[src/rtl/vga_timing_pkg.sv]
// vga_timing_pkg
//   Shared constants for the SVGA raster generator: the 800x600 @ 60 Hz
//   default timing, derived line/frame totals, sync window bounds,
//   counter widths and the registered status-flag bundle.
//   Optional feature macro (used by vga_timing): VGA_FRAME_COUNT_EN.
//   No ports (package).
package vga_timing_pkg;

    localparam int H_VISIBLE_DEF = 800;
    localparam int H_FRONT_DEF   = 40;
    localparam int H_SYNC_DEF    = 128;
    localparam int H_BACK_DEF    = 88;
    localparam int V_VISIBLE_DEF = 600;
    localparam int V_FRONT_DEF   = 1;
    localparam int V_SYNC_DEF    = 4;
    localparam int V_BACK_DEF    = 23;

    localparam int H_TOTAL_DEF = H_VISIBLE_DEF + H_FRONT_DEF + H_SYNC_DEF + H_BACK_DEF; // 1056
    localparam int V_TOTAL_DEF = V_VISIBLE_DEF + V_FRONT_DEF + V_SYNC_DEF + V_BACK_DEF; // 628

    // Sync windows are half-open: [start, end)
    localparam int HSYNC_START_DEF = H_VISIBLE_DEF + H_FRONT_DEF;     // 840
    localparam int HSYNC_END_DEF   = HSYNC_START_DEF + H_SYNC_DEF;    // 968
    localparam int VSYNC_START_DEF = V_VISIBLE_DEF + V_FRONT_DEF;     // 601
    localparam int VSYNC_END_DEF   = VSYNC_START_DEF + V_SYNC_DEF;    // 605

    localparam int X_W     = 11;
    localparam int Y_W     = 10;
    localparam int FRAME_W = 16;

    typedef struct packed {
        logic hsync;
        logic vsync;
        logic blank;
        logic start_update;
    } timing_flags_t;

    // Maps a logical "sync asserted" onto the pin level for the chosen polarity.
    function automatic logic sync_level(input logic asserted, input int active_high);
        return (active_high != 0) ? asserted : ~asserted;
    endfunction

endpackage

[src/rtl/timing_axis_counter.sv]
// timing_axis_counter
//   Generic wrapping counter for one raster axis. Counts 0..MAX_VAL,
//   advancing only when inc_en is high, and wraps to 0 after MAX_VAL.
//   Ports:
//     clk        in   clock
//     rst        in   synchronous active-high reset (count -> 0)
//     inc_en     in   advance the count this cycle
//     count      out  registered count
//     count_next out  value the count takes on the next edge (ignoring rst),
//                     so the parent can register decodes aligned with count
//     wrap       out  high when this cycle's advance wraps MAX_VAL -> 0
module timing_axis_counter #(
    parameter int W       = 11,
    parameter int MAX_VAL = 1055
) (
    input  logic         clk,
    input  logic         rst,
    input  logic         inc_en,
    output logic [W-1:0] count,
    output logic [W-1:0] count_next,
    output logic         wrap
);

    logic [W-1:0] count_q;
    logic [W-1:0] count_d;

    always_comb begin
        wrap    = inc_en && (count_q == W'(MAX_VAL));
        count_d = count_q;
        if (wrap) begin
            count_d = '0;
        end else if (inc_en) begin
            count_d = count_q + 1'b1;
        end
    end

    always_ff @(posedge clk) begin
        if (rst) begin
            count_q <= '0;
        end else begin
            count_q <= count_d;
        end
    end

    assign count      = count_q;
    assign count_next = count_d;

endmodule

[src/rtl/vga_timing.sv]
// vga_timing
//   Free-running SVGA raster timing generator, one pixel per clock.
//   All outputs are registered and describe the pixel shown on PIXEL_X/Y
//   in the same cycle; decodes are therefore taken from next-state counts.
//   START_UPDATE pulses once per frame at (0, V_VISIBLE), the first pixel
//   of vertical blanking, so game state changes never tear a visible frame.
//   Optional feature macro: VGA_FRAME_COUNT_EN adds the FRAME_COUNT port.
//   Ports:
//     CLK           in   pixel clock
//     RESET         in   synchronous active-high reset
//     HSYNC, VSYNC  out  syncs, polarity set by SYNC_ACTIVE_HIGH
//     BLANK         out  high outside the visible area
//     PIXEL_X       out  horizontal count 0..H_TOTAL-1
//     PIXEL_Y       out  vertical count 0..V_TOTAL-1
//     START_UPDATE  out  one-cycle pulse at start of vertical blanking
//     FRAME_COUNT   out  frames completed (only with VGA_FRAME_COUNT_EN)
module vga_timing
    import vga_timing_pkg::*;
#(
    parameter int H_VISIBLE        = H_VISIBLE_DEF,
    parameter int H_FRONT          = H_FRONT_DEF,
    parameter int H_SYNC           = H_SYNC_DEF,
    parameter int H_BACK           = H_BACK_DEF,
    parameter int V_VISIBLE        = V_VISIBLE_DEF,
    parameter int V_FRONT          = V_FRONT_DEF,
    parameter int V_SYNC           = V_SYNC_DEF,
    parameter int V_BACK           = V_BACK_DEF,
    parameter int SYNC_ACTIVE_HIGH = 1
) (
    input  logic               CLK,
    input  logic               RESET,
    output logic               HSYNC,
    output logic               VSYNC,
    output logic               BLANK,
    output logic [X_W-1:0]     PIXEL_X,
    output logic [Y_W-1:0]     PIXEL_Y,
    output logic               START_UPDATE
`ifdef VGA_FRAME_COUNT_EN
    ,
    output logic [FRAME_W-1:0] FRAME_COUNT
`endif
);

    localparam int H_TOTAL  = H_VISIBLE + H_FRONT + H_SYNC + H_BACK;
    localparam int V_TOTAL  = V_VISIBLE + V_FRONT + V_SYNC + V_BACK;
    localparam int HS_START = H_VISIBLE + H_FRONT;
    localparam int HS_END   = HS_START + H_SYNC;
    localparam int VS_START = V_VISIBLE + V_FRONT;
    localparam int VS_END   = VS_START + V_SYNC;

    localparam logic [X_W-1:0] X_HS_START = X_W'(HS_START);
    localparam logic [X_W-1:0] X_HS_END   = X_W'(HS_END);
    localparam logic [X_W-1:0] X_VISIBLE  = X_W'(H_VISIBLE);
    localparam logic [Y_W-1:0] Y_VS_START = Y_W'(VS_START);
    localparam logic [Y_W-1:0] Y_VS_END   = Y_W'(VS_END);
    localparam logic [Y_W-1:0] Y_VISIBLE  = Y_W'(V_VISIBLE);

    localparam logic SYNC_IDLE = (SYNC_ACTIVE_HIGH != 0) ? 1'b0 : 1'b1;

    logic [X_W-1:0] x_q;
    logic [X_W-1:0] x_d;
    logic [Y_W-1:0] y_q;
    logic [Y_W-1:0] y_d;
    logic           h_wrap;
    logic           v_wrap_unused;

    timing_axis_counter #(.W(X_W), .MAX_VAL(H_TOTAL - 1)) u_h_counter (
        .clk        (CLK),
        .rst        (RESET),
        .inc_en     (1'b1),
        .count      (x_q),
        .count_next (x_d),
        .wrap       (h_wrap)
    );

    // Vertical axis advances once per line, on the horizontal wrap.
    timing_axis_counter #(.W(Y_W), .MAX_VAL(V_TOTAL - 1)) u_v_counter (
        .clk        (CLK),
        .rst        (RESET),
        .inc_en     (h_wrap),
        .count      (y_q),
        .count_next (y_d),
        .wrap       (v_wrap_unused)
    );

    timing_flags_t flags_q;
    timing_flags_t flags_d;

    always_comb begin
        flags_d              = '0;
        flags_d.hsync        = sync_level((x_d >= X_HS_START) && (x_d < X_HS_END), SYNC_ACTIVE_HIGH);
        flags_d.vsync        = sync_level((y_d >= Y_VS_START) && (y_d < Y_VS_END), SYNC_ACTIVE_HIGH);
        flags_d.blank        = (x_d >= X_VISIBLE) || (y_d >= Y_VISIBLE);
        flags_d.start_update = (x_d == '0) && (y_d == Y_VISIBLE);
    end

    // Reset has priority, so a pulse due on the reset edge is dropped.
    always_ff @(posedge CLK) begin
        if (RESET) begin
            flags_q <= '{hsync: SYNC_IDLE, vsync: SYNC_IDLE, blank: 1'b0, start_update: 1'b0};
        end else begin
            flags_q <= flags_d;
        end
    end

    assign HSYNC        = flags_q.hsync;
    assign VSYNC        = flags_q.vsync;
    assign BLANK        = flags_q.blank;
    assign START_UPDATE = flags_q.start_update;
    assign PIXEL_X      = x_q;
    assign PIXEL_Y      = y_q;

`ifdef VGA_FRAME_COUNT_EN
    logic [FRAME_W-1:0] frame_count_q;
    logic [FRAME_W-1:0] frame_count_d;

    // Counts up in the same cycle START_UPDATE is shown; wraps naturally.
    always_comb begin
        frame_count_d = frame_count_q;
        if (flags_d.start_update) begin
            frame_count_d = frame_count_q + 1'b1;
        end
    end

    always_ff @(posedge CLK) begin
        if (RESET) begin
            frame_count_q <= '0;
        end else begin
            frame_count_q <= frame_count_d;
        end
    end

    assign FRAME_COUNT = frame_count_q;
`endif

endmodule

[config.mk]
export PLATFORM = sky130hd
export DESIGN_NAME = vga_timing
export DESIGN_NICKNAME = d
export VERILOG_FILES = /design/src/rtl/vga_timing_pkg.sv /design/src/rtl/timing_axis_counter.sv /design/src/rtl/vga_timing.sv
export SDC_FILE = /design/constraint.sdc
export NUM_CORES = 1
export LEC_CHECK = 0
export ABC_AREA = 1
export ABC_CLOCK_PERIOD_IN_PS = 2300
export CAP_MARGIN = 20
export CORE_ASPECT_RATIO = 1.2
export CORE_MARGIN = 2
export CORE_UTILIZATION = 48
export CTS_BUF_LIST = sky130_fd_sc_hd__clkbuf_8
export CTS_CLUSTER_SIZE = 20
export DETAILED_ROUTE_END_ITERATION = 6
export GPL_TIMING_DRIVEN = 0
export MAX_ROUTING_LAYER = met4
export PLACE_DENSITY = 0.78
export RECOVER_POWER = 25
export SETUP_SLACK_MARGIN = 0.05
export SLEW_MARGIN = 10
export SYNTH_ARGS = -nofsm -noshare
export SYNTH_HDL_FRONTEND = slang
export SYNTH_HIERARCHICAL = 1
export SYNTH_SLANG_ARGS = --single-unit
[constraint.sdc]
create_clock -name CLK -period 2.3 [get_ports CLK]
set_input_delay 0.23 -clock CLK [delete_from_list [all_inputs] [get_ports CLK]]
set_output_delay 0.23 -clock CLK [all_outputs]
set_load 0.02 [all_outputs]
# Word-level counts from Yosys, hierarchy flattened
# Cells that the tools add are included.
# op_classes
n_reduce_logical,6
n_eq_ne,3
magnitude_cmp,6
add_sub_neg,2
muxes,3
# op_table
op,n
11-bit by 10-bit >= comparator with 1-bit output (second input constant),2
10-bit equality test (second input constant),2
10-bit >= comparator (second input constant),2
10-bit two-way mux,2
11-bit by 1-bit adder with 11-bit output (second input constant),1
11-bit equality test (second input constant),1
11-bit zero test,1
11-bit by 10-bit less-than comparator with 1-bit output (second input constant),1
11-bit two-way mux,1
10-bit by 1-bit adder with 10-bit output (second input constant),1
10-bit less-than comparator (second input constant),1
1-bit logical AND,4
1-bit logical OR,1
# word_totals
regBits,25
inputBits,2
output_inout_bits,25
word_cells,26

# Longest topological paths before layout
# depth
ltp_word,5
mapped_depth,19
depth_no_buf,19

# Modules after synthesis
# The synthesis kept the hierarchy.
# by_module_without_submodules
mod,seq_area_each_um2,instances,area_per_inst_um2,cells_each
timing_axis_counter at u_h_counter,220.2,1,705.7,113
timing_axis_counter at u_v_counter,200.2,1,590.6,87
vga_timing,80.1,1,299.0,54

# Worst setup path before layout
# No wires, ideal clock.
# synth_timing
kind,register to register
from,register u_h_counter.count_q[0] (netlist: u_h_counter/count[0])
to,"register flags_q, in the netlist BLANK"
path_stages_with_launch,19
arrival_ns,2.159
period_less_slack_ns,2.268
n_path_buf,0
path_slack_ns,0.032
setup_ns,0.109
required_time_ns,2.191
cell_sequence,dfxtp_1 ha_1 nand2_1 nor2_2 nand3_1 inv_1 nand2_2 inv_2 nand2_2 nor2_2 nand3_1 nand2_1 inv_1 nor2_1 nor2_1 nor2_1 nand3_1 nand2_1 inv_1
# synth_via
elab_chain_cells,5
elab_cells_between_ends,9
classes_between,add/sub (1); order compare (2); eq/ne (1); mux (3); reduce/logical (2)
# synth_rtl
item,line,rtl
"start, declared",timing_axis_counter.sv:24,logic [W-1:0] count_q;
"start signal, assigned",timing_axis_counter.sv:41,count_q <= count_d;
11-bit equality test *,timing_axis_counter.sv:28,wrap = inc_en && (count_q == W'(MAX_VAL));
named net h_wrap,vga_timing.sv:64,logic h_wrap;
10-bit two-way mux or 1-bit logical AND (tied branches),"timing_axis_counter.sv:32, timing_axis_counter.sv:28",
10-bit two-way mux *,timing_axis_counter.sv:30,if (wrap) begin
named net y_d[8],vga_timing.sv:63,logic [Y_W-1:0] y_d;
10-bit >= comparator *,vga_timing.sv:93,flags_d.blank = (x_d >= X_VISIBLE) || (y_d >= Y_VISIBLE);
1-bit logical OR *,vga_timing.sv:93,
"end signal, assigned",vga_timing.sv:100,"flags_q <= '{hsync: SYNC_IDLE, vsync: SYNC_IDLE, blank: 1'b0, start_update: 1'b0};"
"end signal, assigned",vga_timing.sv:102,flags_q <= flags_d;
"end, declared",vga_timing.sv:86,timing_flags_t flags_q;
# Mark *: on every way through the listed nets, which the timed path passes. The rest lies on a longest branch.
# A chain may end at the register's enable or synchronous reset.

# Worst setup path in the final report
# layout_timing
from,register u_h_counter.count_q[0] (netlist: u_h_counter/count[0])
to,"register flags_q, in the netlist START_UPDATE"
# layout_via
elab_chain_cells,5
elab_cells_between_ends,9
classes_between,add/sub (1); eq/ne (2); mux (3); reduce/logical (3)
# layout_rtl
item,line,rtl
11-bit equality test *,timing_axis_counter.sv:28,
named net h_wrap,vga_timing.sv:64,
10-bit two-way mux or 1-bit logical AND (tied branches),"timing_axis_counter.sv:32, timing_axis_counter.sv:28",
10-bit two-way mux *,timing_axis_counter.sv:30,
named net y_d[9],vga_timing.sv:63,
10-bit equality test *,vga_timing.sv:94,flags_d.start_update = (x_d == '0) && (y_d == Y_VISIBLE);
1-bit logical AND *,vga_timing.sv:94,
# Marks and branches as above.

==> metrics.txt <==
Antenna diodes 0; DPL Wire Length 2.657 mm; die width about 57 µm; CTS max path bufs 2; commonest non-fill, non-tap cell in the layout nand2_1; GP Congestion 0.8490; clock insertion delay at the later pin of the skew report 0.26 ns; row cnt 22; die area 3802 µm²; crit-path max FO 6; PortBufs 26; io pins 27; Max Slew Vio Count 0; CP required 2.50 ns; critical path endpoint START_UPDATE; share of the yosys chip area belonging to registers 31.37%; Num CTS Buffers 3; status complete, no violations; Clock Skew ~0.0026 ns; first-pass GRT wire length 5.954 mm; FF-to-FF End START_UPDATE; most used cell, CP nand2_1; post-synthesis cell type count 29; WS Path Type flip-flop to flip-flop; clock-pin slew on the worst setup and hold paths 0.08 ns; syn nets roughly 260; CTS H-tree depth 1; setup violators final 0; Worst setup startpoint u_h_counter/count[0]; core area 3110 µm²; flop2flop setup slack roughly 0.26 ns; Overflow after GRT 0; Worst Hold Class flip-flop to flip-flop; Clock Sinks 25; delay of the slowest critical-path stage just under 0.4 ns; synthesized area per cell ~6.3 µm²; final worst slack 0.2617 ns; maximum VDD drop 275.4 µV; share of layout cells above drive strength 1 18.06%; most frequent cells in the layout nand2_1, inv_1, nor2_1; final core utilization 65.33%; flops & latches, synth 25; Initial Util 51.29%; critical path arrival 2.24 ns; TritonCTS clock tree done; Crit Reg-Reg Startpoint u_h_counter/count[0]; drt initial violations 90; worst r2r path cells 15; Total Routing Usage GR slightly above 20%; die height 67.15 µm; filler instances 296; synthesized area 1595 µm²; vias in the first global route 1492; max_cap viols 0; 1st-pass router iterations 4; final WL 3.494 mm; CP Launch Type flip-flop; DRT antenna net count 0; WL/cell ~11 µm; Crit-path slowest cell dfxtp_4; Nets 293; RSZ-0062 raised after global routing no; Critical Path Sink Type flip-flop; DRC errors left 0; via total after detailed routing 1618; min Tclk post-route between 2 and 2.5 ns; antenna violations before repair 0; DP Worst Slack -0.03221 ns; Static Leak 1.080 nW; worst path cell trace ha_4 -> nand2_2 -> nor2_4 -> nand3_2 -> inv_4 -> nand2_1 -> nor2_4 -> nand3_1 -> nand2_1 -> nand3_2 -> inv_1 -> nand4_2 -> nor2_1 -> nand2_1 -> nor2_1; Via density ~5.0; Fmax 0.4906 GHz; Final period util 88.62%; root buf cell clkbuf_8; Ys Warns 6; Final Hold Vio Count 0; Pwr per Cell Area 368.1 nW/µm²; area grow syn2layout 27.37%; Syn Inst Count 254; largest net degree at the start of global routing 14
==> registers in the layout (all words and copies together) (netlist names) <==
signal	count
u_h_counter/count	11
u_v_counter/count	10
BLANK	1
HSYNC	1
START_UPDATE	1
VSYNC	1
==> what timing repair did <==
item | in CTS | in global routing
hold buffers | 0 | 0
resized for setup | 5 | 18
setup endpoints to repair | 3 | 3
pin swaps | 0 | 12
setup buffers | 0 | 4
==> Yosys cell counts <==
library cell / instances / area share, %
nand2_1: 57 / 13
inv_1: 50 / 12
nor2_1: 43 / 10
dfxtp_1: 25 / 31
nand3_1: 23 / 7.2
nand2_2: 6 / 2.4
nor2_2: 6 / 2.4
nand4_1: 5 / 2.0
nor3_1: 5 / 1.6
xor2_1: 5 / 2.7
inv_2: 4 / 0.94
nand3_2: 4 / 2.5
ha_1: 2 / 1.6
nor3_2: 2 / 1.3
o21ai_0: 2 / 0.63
o21bai_1: 2 / 0.94
a21o_2: 1 / 0.55
a21oi_1: 1 / 0.31
buf_1: 1 / 0.24
buf_4: 1 / 0.47
clkbuf_1: 1 / 0.24
conb_1: 1 / 0.24
mux2_2: 1 / 0.71
nand2_4: 1 / 0.71
nand4_2: 1 / 0.78
nor2_4: 1 / 0.71
nor2_8: 1 / 1.3
o21ai_2: 1 / 0.55
xnor2_1: 1 / 0.55
==> metrics by stage <==
step / hold slack, ns / std cells / power (mW) / instance area (µm²) / TNS [ns]
finish: 0.5988 / 324 / 0.7480 / 2032 / 0
global route: 0.6344 / 324 / 0.7864 / 2032 / 0
CTS: 0.5943 / 320 / 0.7561 / 1958 / 0
detailed placement: 0.5827 / 316 / 0.5047 / 1902 / -0.04354
global placement: 0.5621 / 316 / 0.5040 / 1902 / -0.001039
floorplan: 0.2997 / 254 / 0.4872 / 1597 / 0
==> power breakdown <==
part	internal (mW)	switching, mW
sequential	0.435	0.00661
clock	0.119	0.130
combinational	0.0235	0.0337
total	0.578	0.170
==> critical path: cells and delay by family (launching register included) <==
| kind | cells | cell delay (ns) |
|---|---|---|
| DFF | 1 | 0.39 |
| adders and majority gates | 1 | 0.16 |
| and+or+nand+nor | 12 | 1.22 |
| buffers and inverters | 2 | 0.22 |
==> per-layer routing <==
metal | up-vias | track usage, % | wire, µm
li1 | 833 | - | -
met1 | 735 | 21.13 | 1423
met2 | 42 | 38.52 | 1861
met3 | 8 | 1.341 | 146
met4 | 0 | 9.821 | 63
met5 | - | - | 0
==> worst min-delay path by stage <==
stage	from	end	depth (start not counted)	slack [ns]
6_report	u_v_counter/count[9]	u_v_counter/count[9]	4	0.60
5_1_grt	u_v_counter/count[8]	u_v_counter/count[8]	3	0.63
4_1_cts	u_h_counter/count[0]	u_h_counter/count[0]	3	0.59
3_5_place_dp	u_v_counter/count[9]	u_v_counter/count[9]	4	0.58
3_3_place_gp	u_v_counter/count[9]	u_v_counter/count[9]	4	0.56
2_1_floorplan	RESET	VSYNC	1	0.30
==> area by class of cell <==
| class | count | area [µm²] | share of cell area, % |
|---|---|---|---|
| well taps | 36 | 45.04 | 2.217 |
| multi-input cells | 172 | 919.6 | 45.26 |
| clock inverters | 1 | 3.754 | 0.1847 |
| clock buffers | 3 | 41.29 | 2.032 |
| flip-flops and latches | 25 | 511.7 | 25.18 |
| repair buffers | 30 | 290.3 | 14.29 |
| plain buffers | 3 | 15.01 | 0.7389 |
| inverters | 54 | 205.2 | 10.10 |
==> kinds of logic (layout without fill, tap and decap cells) <==
| family | after synthesis | in the layout | synth area share (%) |
|---|---|---|---|
| other | 1 | 1 | 0.2351 |
| buffers and inverters | 57 | 91 | 13.65 |
| muxes | 1 | 1 | 0.7058 |
| AOI/OAI and AO/OA | 7 | 7 | 2.980 |
| DFF | 25 | 25 | 31.37 |
| xor gates and xnor gates | 6 | 6 | 3.294 |
| adders and majority gates | 2 | 2 | 1.568 |
| and+or+nand+nor | 155 | 155 | 46.20 |
No activity file was read; power rests on OpenSTA's default activity.
